## src/rtl/axi_stream_cache_arbiter_if.sv

```systemverilog
// Stream bundle between NUM producers, the arbiter and the cache write port.
// master: arbiter view, slave: producer/cache view.
interface axi_stream_cache_arbiter_if #(
  parameter int NUM   = 4,
  parameter int DSIZE = 64
);
  localparam int IW = $clog2(NUM);

  logic [NUM*DSIZE-1:0] s_tdata;
  logic [NUM-1:0]       s_tvalid;
  logic [NUM-1:0]       s_tlast;
  logic [NUM-1:0]       s_tready;
  logic [DSIZE-1:0]     m_tdata;
  logic                 m_tvalid;
  logic                 m_tlast;
  logic                 m_tready;
  logic [IW-1:0]        m_tid;

  modport master (
    input  s_tdata, s_tvalid, s_tlast, m_tready,
    output s_tready, m_tdata, m_tvalid, m_tlast, m_tid
  );

  modport slave (
    output s_tdata, s_tvalid, s_tlast, m_tready,
    input  s_tready, m_tdata, m_tvalid, m_tlast, m_tid
  );
endinterface

```

## src/rtl/axi_stream_cache_arbiter.sv

```systemverilog
// Packet round-robin arbiter in front of the stream cache write port.
// Optional STREAM_CACHE_ARB_MAXLEN_EN adds packet truncation at MAX_BEATS.
module axi_stream_cache_arbiter #(
  parameter int NUM       = 4,
  parameter int DSIZE     = 64,
  parameter int MAX_BEATS = 256,
  parameter int FSIZE     = 10
) (
  input  logic                        aclk,
  input  logic                        rst,
  axi_stream_cache_arbiter_if.master  bus,
  input  logic [FSIZE-1:0]            fifo_free,
  output logic                        busy,
  output logic                        trunc_err
);

  localparam int IW = $clog2(NUM);

  localparam logic [1:0] IDLE = 2'd0;
  localparam logic [1:0] XFER = 2'd1;
  localparam logic [1:0] DROP = 2'd2;

  logic [1:0]       state_q, state_d;
  logic [IW-1:0]    gnt_q, gnt_d;
  logic [IW-1:0]    rr_q, rr_d;
  logic [IW-1:0]    pick;
  logic             pick_vld;
  logic             room;
  logic             src_vld;
  logic             src_last;
  logic [DSIZE-1:0] src_data;
  logic             fire;
  logic             trunc_now;

  assign room     = 32'(fifo_free) >= 32'(MAX_BEATS);
  assign src_vld  = bus.s_tvalid[gnt_q];
  assign src_last = bus.s_tlast[gnt_q];
  assign src_data = bus.s_tdata[gnt_q*DSIZE +: DSIZE];
  assign fire     = (state_q == XFER) && src_vld && bus.m_tready;
  assign busy     = (state_q != IDLE);

`ifdef STREAM_CACHE_ARB_MAXLEN_EN
  localparam int CW = $clog2(MAX_BEATS) + 1;

  logic [CW-1:0] cnt_q, cnt_d;
  logic          trunc_q;

  assign trunc_now = fire && !src_last &&
                     (cnt_q == CW'(MAX_BEATS - 1));
  assign trunc_err = trunc_q;

  // beat count restarts every time a new grant is taken
  always_comb begin
    cnt_d = cnt_q;
    if (state_q == IDLE) cnt_d = '0;
    else if (fire)       cnt_d = cnt_q + 1'b1;
  end

  // truncation counter and its one-cycle error flag
  always_ff @(posedge aclk) begin
    if (rst) begin
      cnt_q   <= '0;
      trunc_q <= 1'b0;
    end else begin
      cnt_q   <= cnt_d;
      trunc_q <= trunc_now;
    end
  end
`else
  assign trunc_now = 1'b0;
  assign trunc_err = 1'b0;
`endif

  // first requester at or after rr_q, wrapping
  always_comb begin
    int j;
    j        = 0;
    pick     = '0;
    pick_vld = 1'b0;
    for (int k = 0; k < NUM; k++) begin
      j = int'(rr_q) + k;
      if (j >= NUM) j = j - NUM;
      if (!pick_vld && bus.s_tvalid[j]) begin
        pick     = IW'(j);
        pick_vld = 1'b1;
      end
    end
  end

  // output steering from the granted source
  always_comb begin
    bus.s_tready = '0;
    bus.m_tdata  = '0;
    bus.m_tvalid = 1'b0;
    bus.m_tlast  = 1'b0;
    bus.m_tid    = '0;
    if (state_q == XFER) begin
      bus.s_tready[gnt_q] = bus.m_tready;
      bus.m_tdata         = src_data;
      bus.m_tvalid        = src_vld;
      bus.m_tlast         = src_last | trunc_now;
      bus.m_tid           = gnt_q;
    end else if (state_q == DROP) begin
      bus.s_tready[gnt_q] = 1'b1;
    end
  end

  // grant / packet-end state transitions
  always_comb begin
    state_d = state_q;
    gnt_d   = gnt_q;
    rr_d    = rr_q;
    case (state_q)
      IDLE: begin
        if (pick_vld && room) begin
          state_d = XFER;
          gnt_d   = pick;
          rr_d    = (pick == IW'(NUM - 1)) ?
                    '0 : pick + 1'b1;
        end
      end
      XFER: begin
        if (fire && src_last) state_d = IDLE;
        else if (trunc_now)   state_d = DROP;
      end
      DROP: begin
        if (src_vld && src_last) state_d = IDLE;
      end
      default: state_d = IDLE;
    endcase
  end

  // arbiter state registers
  always_ff @(posedge aclk) begin
    if (rst) begin
      state_q <= IDLE;
      gnt_q   <= '0;
      rr_q    <= '0;
    end else begin
      state_q <= state_d;
      gnt_q   <= gnt_d;
      rr_q    <= rr_d;
    end
  end

endmodule

```

## src/flat_wrapper.sv

```systemverilog
// flat-port wrapper written by rule: the top's interface ports become plain ports
module axi_stream_cache_arbiter_flat 
#(
  parameter int NUM       = 4,
  parameter int DSIZE     = 64,
  parameter int MAX_BEATS = 256,
  parameter int FSIZE     = 10
)
  (aclk, rst, fifo_free, busy, trunc_err, bus_s_tdata, bus_s_tvalid, bus_s_tlast, bus_m_tready, bus_s_tready, bus_m_tdata, bus_m_tvalid, bus_m_tlast, bus_m_tid);
  axi_stream_cache_arbiter_if #(.NUM(NUM), .DSIZE(DSIZE)) bus_i ();
  input  logic aclk;
  input  logic rst;
  input  logic [FSIZE-1:0] fifo_free;
  output logic busy;
  output logic trunc_err;
  input wire logic [$bits(bus_i.s_tdata)-1:0] bus_s_tdata;
  input wire logic [$bits(bus_i.s_tvalid)-1:0] bus_s_tvalid;
  input wire logic [$bits(bus_i.s_tlast)-1:0] bus_s_tlast;
  input wire logic [$bits(bus_i.m_tready)-1:0] bus_m_tready;
  output wire logic [$bits(bus_i.s_tready)-1:0] bus_s_tready;
  output wire logic [$bits(bus_i.m_tdata)-1:0] bus_m_tdata;
  output wire logic [$bits(bus_i.m_tvalid)-1:0] bus_m_tvalid;
  output wire logic [$bits(bus_i.m_tlast)-1:0] bus_m_tlast;
  output wire logic [$bits(bus_i.m_tid)-1:0] bus_m_tid;
  assign bus_i.s_tdata = bus_s_tdata;
  assign bus_i.s_tvalid = bus_s_tvalid;
  assign bus_i.s_tlast = bus_s_tlast;
  assign bus_i.m_tready = bus_m_tready;
  assign bus_s_tready = bus_i.s_tready;
  assign bus_m_tdata = bus_i.m_tdata;
  assign bus_m_tvalid = bus_i.m_tvalid;
  assign bus_m_tlast = bus_i.m_tlast;
  assign bus_m_tid = bus_i.m_tid;
  axi_stream_cache_arbiter #(.NUM(NUM), .DSIZE(DSIZE), .MAX_BEATS(MAX_BEATS), .FSIZE(FSIZE)) u_core (.aclk(aclk), .rst(rst), .bus(bus_i), .fifo_free(fifo_free), .busy(busy), .trunc_err(trunc_err));
endmodule
```

## config.mk

```make
export PLATFORM = sky130hd
export DESIGN_NAME = axi_stream_cache_arbiter_flat
export DESIGN_NICKNAME = d
export VERILOG_FILES = /design/src/rtl/axi_stream_cache_arbiter_if.sv /design/src/rtl/axi_stream_cache_arbiter.sv /design/src/flat_wrapper.sv
export SDC_FILE = /design/constraint.sdc
export NUM_CORES = 1
export LEC_CHECK = 0
export BUFFER_PORTS_ARGS = -buffer_cell sky130_fd_sc_hd__buf_2
export CAP_MARGIN = 15
export CELL_PAD_IN_SITES_DETAIL_PLACEMENT = 1
export CELL_PAD_IN_SITES_GLOBAL_PLACEMENT = 1
export CORE_AREA = 3 3 134 136
export DETAILED_ROUTE_END_ITERATION = 12
export DIE_AREA = 0 0 137 139
export PLACE_DENSITY_LB_ADDON = 0.1
export SYNTH_ARGS = -nofsm -noshare
export SYNTH_HDL_FRONTEND = slang
export SYNTH_SLANG_ARGS = --single-unit
```

## constraint.sdc

```tcl
create_clock -name aclk -period 2.2 [get_ports aclk]
set_input_delay 0.22 -clock aclk [delete_from_list [all_inputs] [get_ports aclk]]
set_output_delay 0.22 -clock aclk [all_outputs]
set_load 0.005 [all_outputs]
```

==> results of run 1 <==
worst min-delay path by stage:
stage	end	slack [ns]	cells after the start
floorplan	u_core.state_q[0]	0.28	1
global placement	u_core.state_q[0]	0.45	2
detailed placement	u_core.state_q[0]	0.47	2
CTS	u_core.state_q[0]	0.23	2
global route	u_core.state_q[0]	0.24	2
finish	u_core.state_q[0]	0.23	2
layout by cell type (no fill, tap or decap), drive strengths merged:
| cell | instances |
|---|---|
| ha | 1 |
| o22a | 1 |
| a2bb2oi | 1 |
| mux4 | 66 |
| o221ai | 2 |
| nand2b | 2 |
| inv | 4 |
| a21oi | 5 |
| buf | 350 |
| dfxtp | 5 |
| nor3 | 2 |
| nand2 | 6 |
| nand3b | 1 |
| nor4 | 1 |
| nand3 | 2 |
| or3 | 1 |
| o31ai | 1 |
| clkbuf | 4 |
| conb | 1 |
| mux2i | 1 |
| nor2 | 6 |
| o21a | 1 |
| a32o | 1 |
| and2 | 67 |
critical path, delay by kind of cell (launching register included):
kind          cells  cell delay, ns
mux               1            0.53
buf+inv           2            0.38
flops             1            0.41
simple gates      1            0.17
synth_stat cells (2+ instances only):
| library cell | n | area share [%] |
|---|---|---|
| buf_4 | 2 | 0.63 |
| a21oi_1 | 4 | 0.84 |
| nand2_1 | 6 | 0.94 |
| dfxtp_1 | 5 | 4.2 |
| nand3_1 | 2 | 0.42 |
| o221ai_1 | 2 | 0.73 |
| nand2b_1 | 2 | 0.52 |
| mux4_2 | 66 | 62 |
| and2_1 | 67 | 18 |
| clkbuf_1 | 12 | 1.9 |
| inv_1 | 4 | 0.63 |
| buf_2 | 10 | 2.1 |
| nor3_1 | 2 | 0.42 |
| nor2_1 | 6 | 0.94 |
sequential cells by signal, summed over array words and instances, names as in the netlist:
signal          cells
u_core.gnt_q        2
u_core.rr_q         2
u_core.state_q      1
power groups by stage:
stage               logic, mW  registers (mW)  clock network (mW)
finish                   1.09           0.149               0.302
global placement         1.08           0.166                   0
CTS                      1.10           0.168               0.306
global route             1.20           0.156               0.319
detailed placement       1.10           0.171                   0
floorplan               0.650           0.109                   0
metal layers:
metal	vias up	track usage (%)	wire (µm)
met5	-	0	0
met4	0	1.26	74
met3	6	2.61	1190
met2	157	27.8	7850
met1	1530	13.7	4740
li1	1468	-	-
cell families after synthesis:
family / share of synthesized area, %
flops: 4.20
compound gates: 3.72
other cells: 0.157
simple gates: 21.9
buf+inv: 6.76
mux: 62.7
fa+ha+maj: 0.524
cell type report:
| class | instances | area, µm² |
|---|---|---|
| fill | 2068 | 12600 |
| multi-input combinational | 169 | 2120 |
| timing repair buffer | 350 | 1860 |
| sequential | 5 | 109 |
| tap | 225 | 282 |
| inverter | 4 | 15.0 |
| clock buffer | 4 | 78.8 |
==> results.ini, run 1 <==
[status]
status = finished clean

[die]
pin_count = 351
die_h_um = 139
rows = 48
core_um2 = 17100
die-area_um2 = 19000
fp.dieW_um = 137
start_util_pct = 14.0

[clock_network]
cts_resized = 0
cts.sinks = 5
cts_htree_levels = 1
numCtsBuffers = 3
insertion_delay_ns = 0.23
clockBufferDepth = 2
cts_root_buf = clkbuf_16
cts_setup_buffers = 0
clk_pin_slew_worst_paths_ns = 0.03
cts_tree = yes
cts_hold_buf = 0

[placement]
preCtsSetupSlack_ns = 0.285
post_dp_cell_area_um2 = 4380
port_buffers = 341
hpwl_um = 12200
dp_cells = 751
gp_congestion = 0.772

[run]
drv_cap = 0

[global_routing]
grt_pass1_vias = 3467
grt_pass1_wl_um = 19700
antenna_found_initial = 0
grt_use_total_pct = 13.3
gr-total-overflow = 0
grt_max_degree = 43

[pwr]
power_frac_seq_pct = 9.7
p_sw_uw = 504
p_leak_nw = 2.20
power-per-cell-area_nw_per_um2 = 345
clkPwrFrac_pct = 19.6
p_total_mw = 1.54
combPwrFrac_pct = 70.8
ir_drop_mv = 0.154
intPower_mw = 1.04
switching_share_pct = 32.7

[critical_path]
regToRegSetupSlack_ns = 0.58
arrival_ns = 1.73
cp-start-kind = register
crit_type = reg -> out
path_max_fanout = 10
critPathMaxStageDelay_ns = 0.53
timing.rr.start = u_core.rr_q[1]
cp_cell_sequence = buf_4, mux4_2, and2_1, buf_2
required_ns = 1.98
r2r_cells = 6
setup.worst_path.start = u_core.gnt_q[0]
crit_slowest_cell = mux4_2
endpoint = bus_m_tdata[7]
r2r_end = u_core.rr_q[0]
crit_path_end_kind = output pin

[detailed_routing]
firstDrtPassIters = 4
viasPerCell = 4.18
postRouteAntennaNets = 0
drc = 0
vias = 3161
drt-total-wl_um = 13900
drt_iter0_markers = 54
wl_per_cell_um = 18.3

[logic_synthesis]
synth_edf_count = 0
yosysWarnings = 0
synth_ff_type = dfxtp_1
synthArstFlopShare_pct = 0
synth-seq-cells = 5
syn_avg_cell_area_um2 = 11.6
ys_types = 29
syn_nets = 483
netlist_instances = 205
ys_seq_area_share_pct = 4.20
syn_area_um2 = 2390

[sta]
rsz0062_at_grt = false
relSlewSlack_pct = 60.1
skew_ns = 0.00303
setup_viol = 0
drv_slew = 0
fmax_ghz = 0.512
max_slew.worst_pin.slew_ns = 0.599
fin_ws_ns = 0.246
setup_tns_ns = 0
period_share_pct = 88.8
hold_viol = 0
holdWs_ns = 0.233
fin_crit_ns = 1.95

[layout]
nets = 811
final_area_um2 = 4470
drive_gt1_share_pct = 79.7
num_antenna_cells = 0
final_util_pct = 26.2
fin_cells = 757
area_growth_pct = 87.4

[worst_hold_path]
min_from = rst
hp-class = in -> reg

Power figures use the tool's default switching activity.
==> inputs of run 2 (changes only) <==
--- a/config.mk
+++ b/config.mk
@@ -13,6 +13,7 @@
 export DETAILED_ROUTE_END_ITERATION = 12
 export DIE_AREA = 0 0 137 139
 export PLACE_DENSITY_LB_ADDON = 0.1
+export REMOVE_ABC_BUFFERS = 1
 export SYNTH_ARGS = -nofsm -noshare
 export SYNTH_HDL_FRONTEND = slang
 export SYNTH_SLANG_ARGS = --single-unit
==> run 2 against run 1 <==
Cell area down 0.90%; first-iteration DRC count up 33%; routed wire length down 6.4%; clock-buffer cell count unchanged; fmax down 0.26%; utilization down 0.23 points; critical endpoint is now bus_m_tdata[62]; largest cell class unchanged.
==> results.ini, run 2 (synthesis gave the netlist of run 1 again) <==
[worst_hold_path]
hp-class = in -> reg
min_from = rst

[sta]
relSlewSlack_pct = 62.9  ; +2.8 points
fmax_ghz = 0.511  ; -0.26%
max_slew.worst_pin.slew_ns = 0.557  ; -0.0425 ns
hold_viol = 0  ; unchanged
fin_crit_ns = 1.96  ; +0.00511 ns
setup_viol = 0  ; unchanged
rsz0062_at_grt = false
drv_slew = 0  ; unchanged
period_share_pct = 89.0  ; +0.23 points
skew_ns = 0.00377  ; +0.000739 ns

[layout]
num_antenna_cells = 0  ; unchanged
layout.cells.most_common_list = 341 x buf_2, 67 x and2_1, 66 x mux4_2
top_regs = u_core.gnt_q x2, u_core.rr_q x2, u_core.state_q x1
drive_gt1_share_pct = 79.6  ; about the same
area_growth_pct = 85.7
fin_cells = 755  ; -0.26%
layout_commonest_cell = buf_2
nets = 809  ; -0.25%

[run]
drv_cap = 0  ; unchanged

[die]
core_um2 = 17100  ; unchanged
die-area_um2 = 19000  ; unchanged
pin_count = 351  ; unchanged
rows = 48  ; unchanged
start_util_pct = 14.0  ; unchanged
die_h_um = 139  ; unchanged
fp.dieW_um = 137  ; unchanged

[pwr]
power-per-cell-area_nw_per_um2 = 343  ; -0.68%
p_leak_nw = 2.19  ; -0.79%
ir_drop_mv = 0.216  ; +40%
p_total_mw = 1.52  ; -1.6%

[critical_path]
arrival_ns = 1.74  ; about the same
timing.rr.start = u_core.gnt_q[0]
critPathMaxStageDelay_ns = 0.55  ; +0.02 ns
cp_top_family = multiplexers
cp_cell_sequence = buf_12, mux4_2, and2_1, buf_2
crit_slowest_cell = mux4_2
cp-start-kind = register
setup.worst_path.start = u_core.gnt_q[0]
crit_path_end_kind = output pin
critPathBufInv = 2  ; unchanged
crit_type = reg -> out
path_max_fanout = 36  ; +26
required_ns = 1.98  ; about the same

[clock_network]
cts.sinks = 5  ; unchanged
insertion_delay_ns = 0.23  ; about the same
cts_tree = yes
cts_resized = 0  ; unchanged
clk_pin_slew_worst_paths_ns = 0.04  ; about the same
clockBufferDepth = 2  ; unchanged
cts_htree_levels = 1  ; unchanged
cts_root_buf = clkbuf_16
numCtsBuffers = 3  ; unchanged
cts_setup_buffers = 0  ; unchanged
cts_hold_buf = 0  ; unchanged

[detailed_routing]
drc = 0  ; unchanged
firstDrtPassIters = 4  ; unchanged
viasPerCell = 4.16  ; -0.46%
drt-total-wl_um = 13000  ; -6.4%
drt_iter0_markers = 72  ; +33%
postRouteAntennaNets = 0  ; unchanged
wl_per_cell_um = 17.2  ; -6.2%
vias = 3138  ; -0.73%

[global_routing]
grt_pass1_wl_um = 18700  ; -4.9%
grt_use_total_pct = 12.4  ; -0.93 points
gr-total-overflow = 0  ; unchanged
antenna_found_initial = 0  ; unchanged
grt_max_degree = 37  ; -14%
grt_pass1_vias = 3408  ; -1.7%

[placement]
hpwl_um = 11400  ; -6.7%
dp_cells = 751  ; unchanged
port_buffers = 341  ; unchanged
gp_congestion = 0.795  ; +3.0%

[status]
status = finished clean

-- run 2: report_power, final --
part	switching [mW]	internal, mW	leakage (nW)
clock	0.0665	0.241	0.0382
combinational	0.394	0.673	2.10
sequential	0.0382	0.105	0.0429
total	0.499	1.02	2.19
-- run 2: area by class of cell --
type / count / area, µm²
sequential: 5 / 109
clock buffer: 4 / 78.8
tap: 225 / 282
inverter: 4 / 15.0
multi-input combinational: 169 / 2120
fill: 2078 / 12600
timing repair buffer: 348 / 1820
-- run 2: final timing paths --
path | endpoint | slack [ns] | cells after the start
max reg2reg | u_core.state_q[0] | 0.58 | 5
min reg2reg | u_core.rr_q[1] | 0.56 | 2
min | u_core.state_q[0] | 0.23 | 2
max | bus_m_tdata[62] | 0.24 | 4
-- run 2: routing by layer --
layer	vias up	global-route usage, %	part of all wire, %
met5	-	0	0
met4	0	1.79	1.0
met3	11	3.05	10
met2	175	24.6	55
met1	1489	13.1	34
li1	1463	-	-
-- run 2: through the flow --
stage          hold WS, ns  setup slack [ns]  util, %  instance area [µm²]  setup TNS (ns)
3_3_place_gp         0.452             0.466     25.5                 4350               0
2_1_floorplan        0.282             -1.70        -                 2240         -119.39
4_1_cts              0.226             0.207     26.0                 4430               0
6_report             0.225             0.241     26.0                 4430               0
5_1_grt              0.236             0.153     26.0                 4430               0
3_5_place_dp         0.462             0.454     25.5                 4350               0
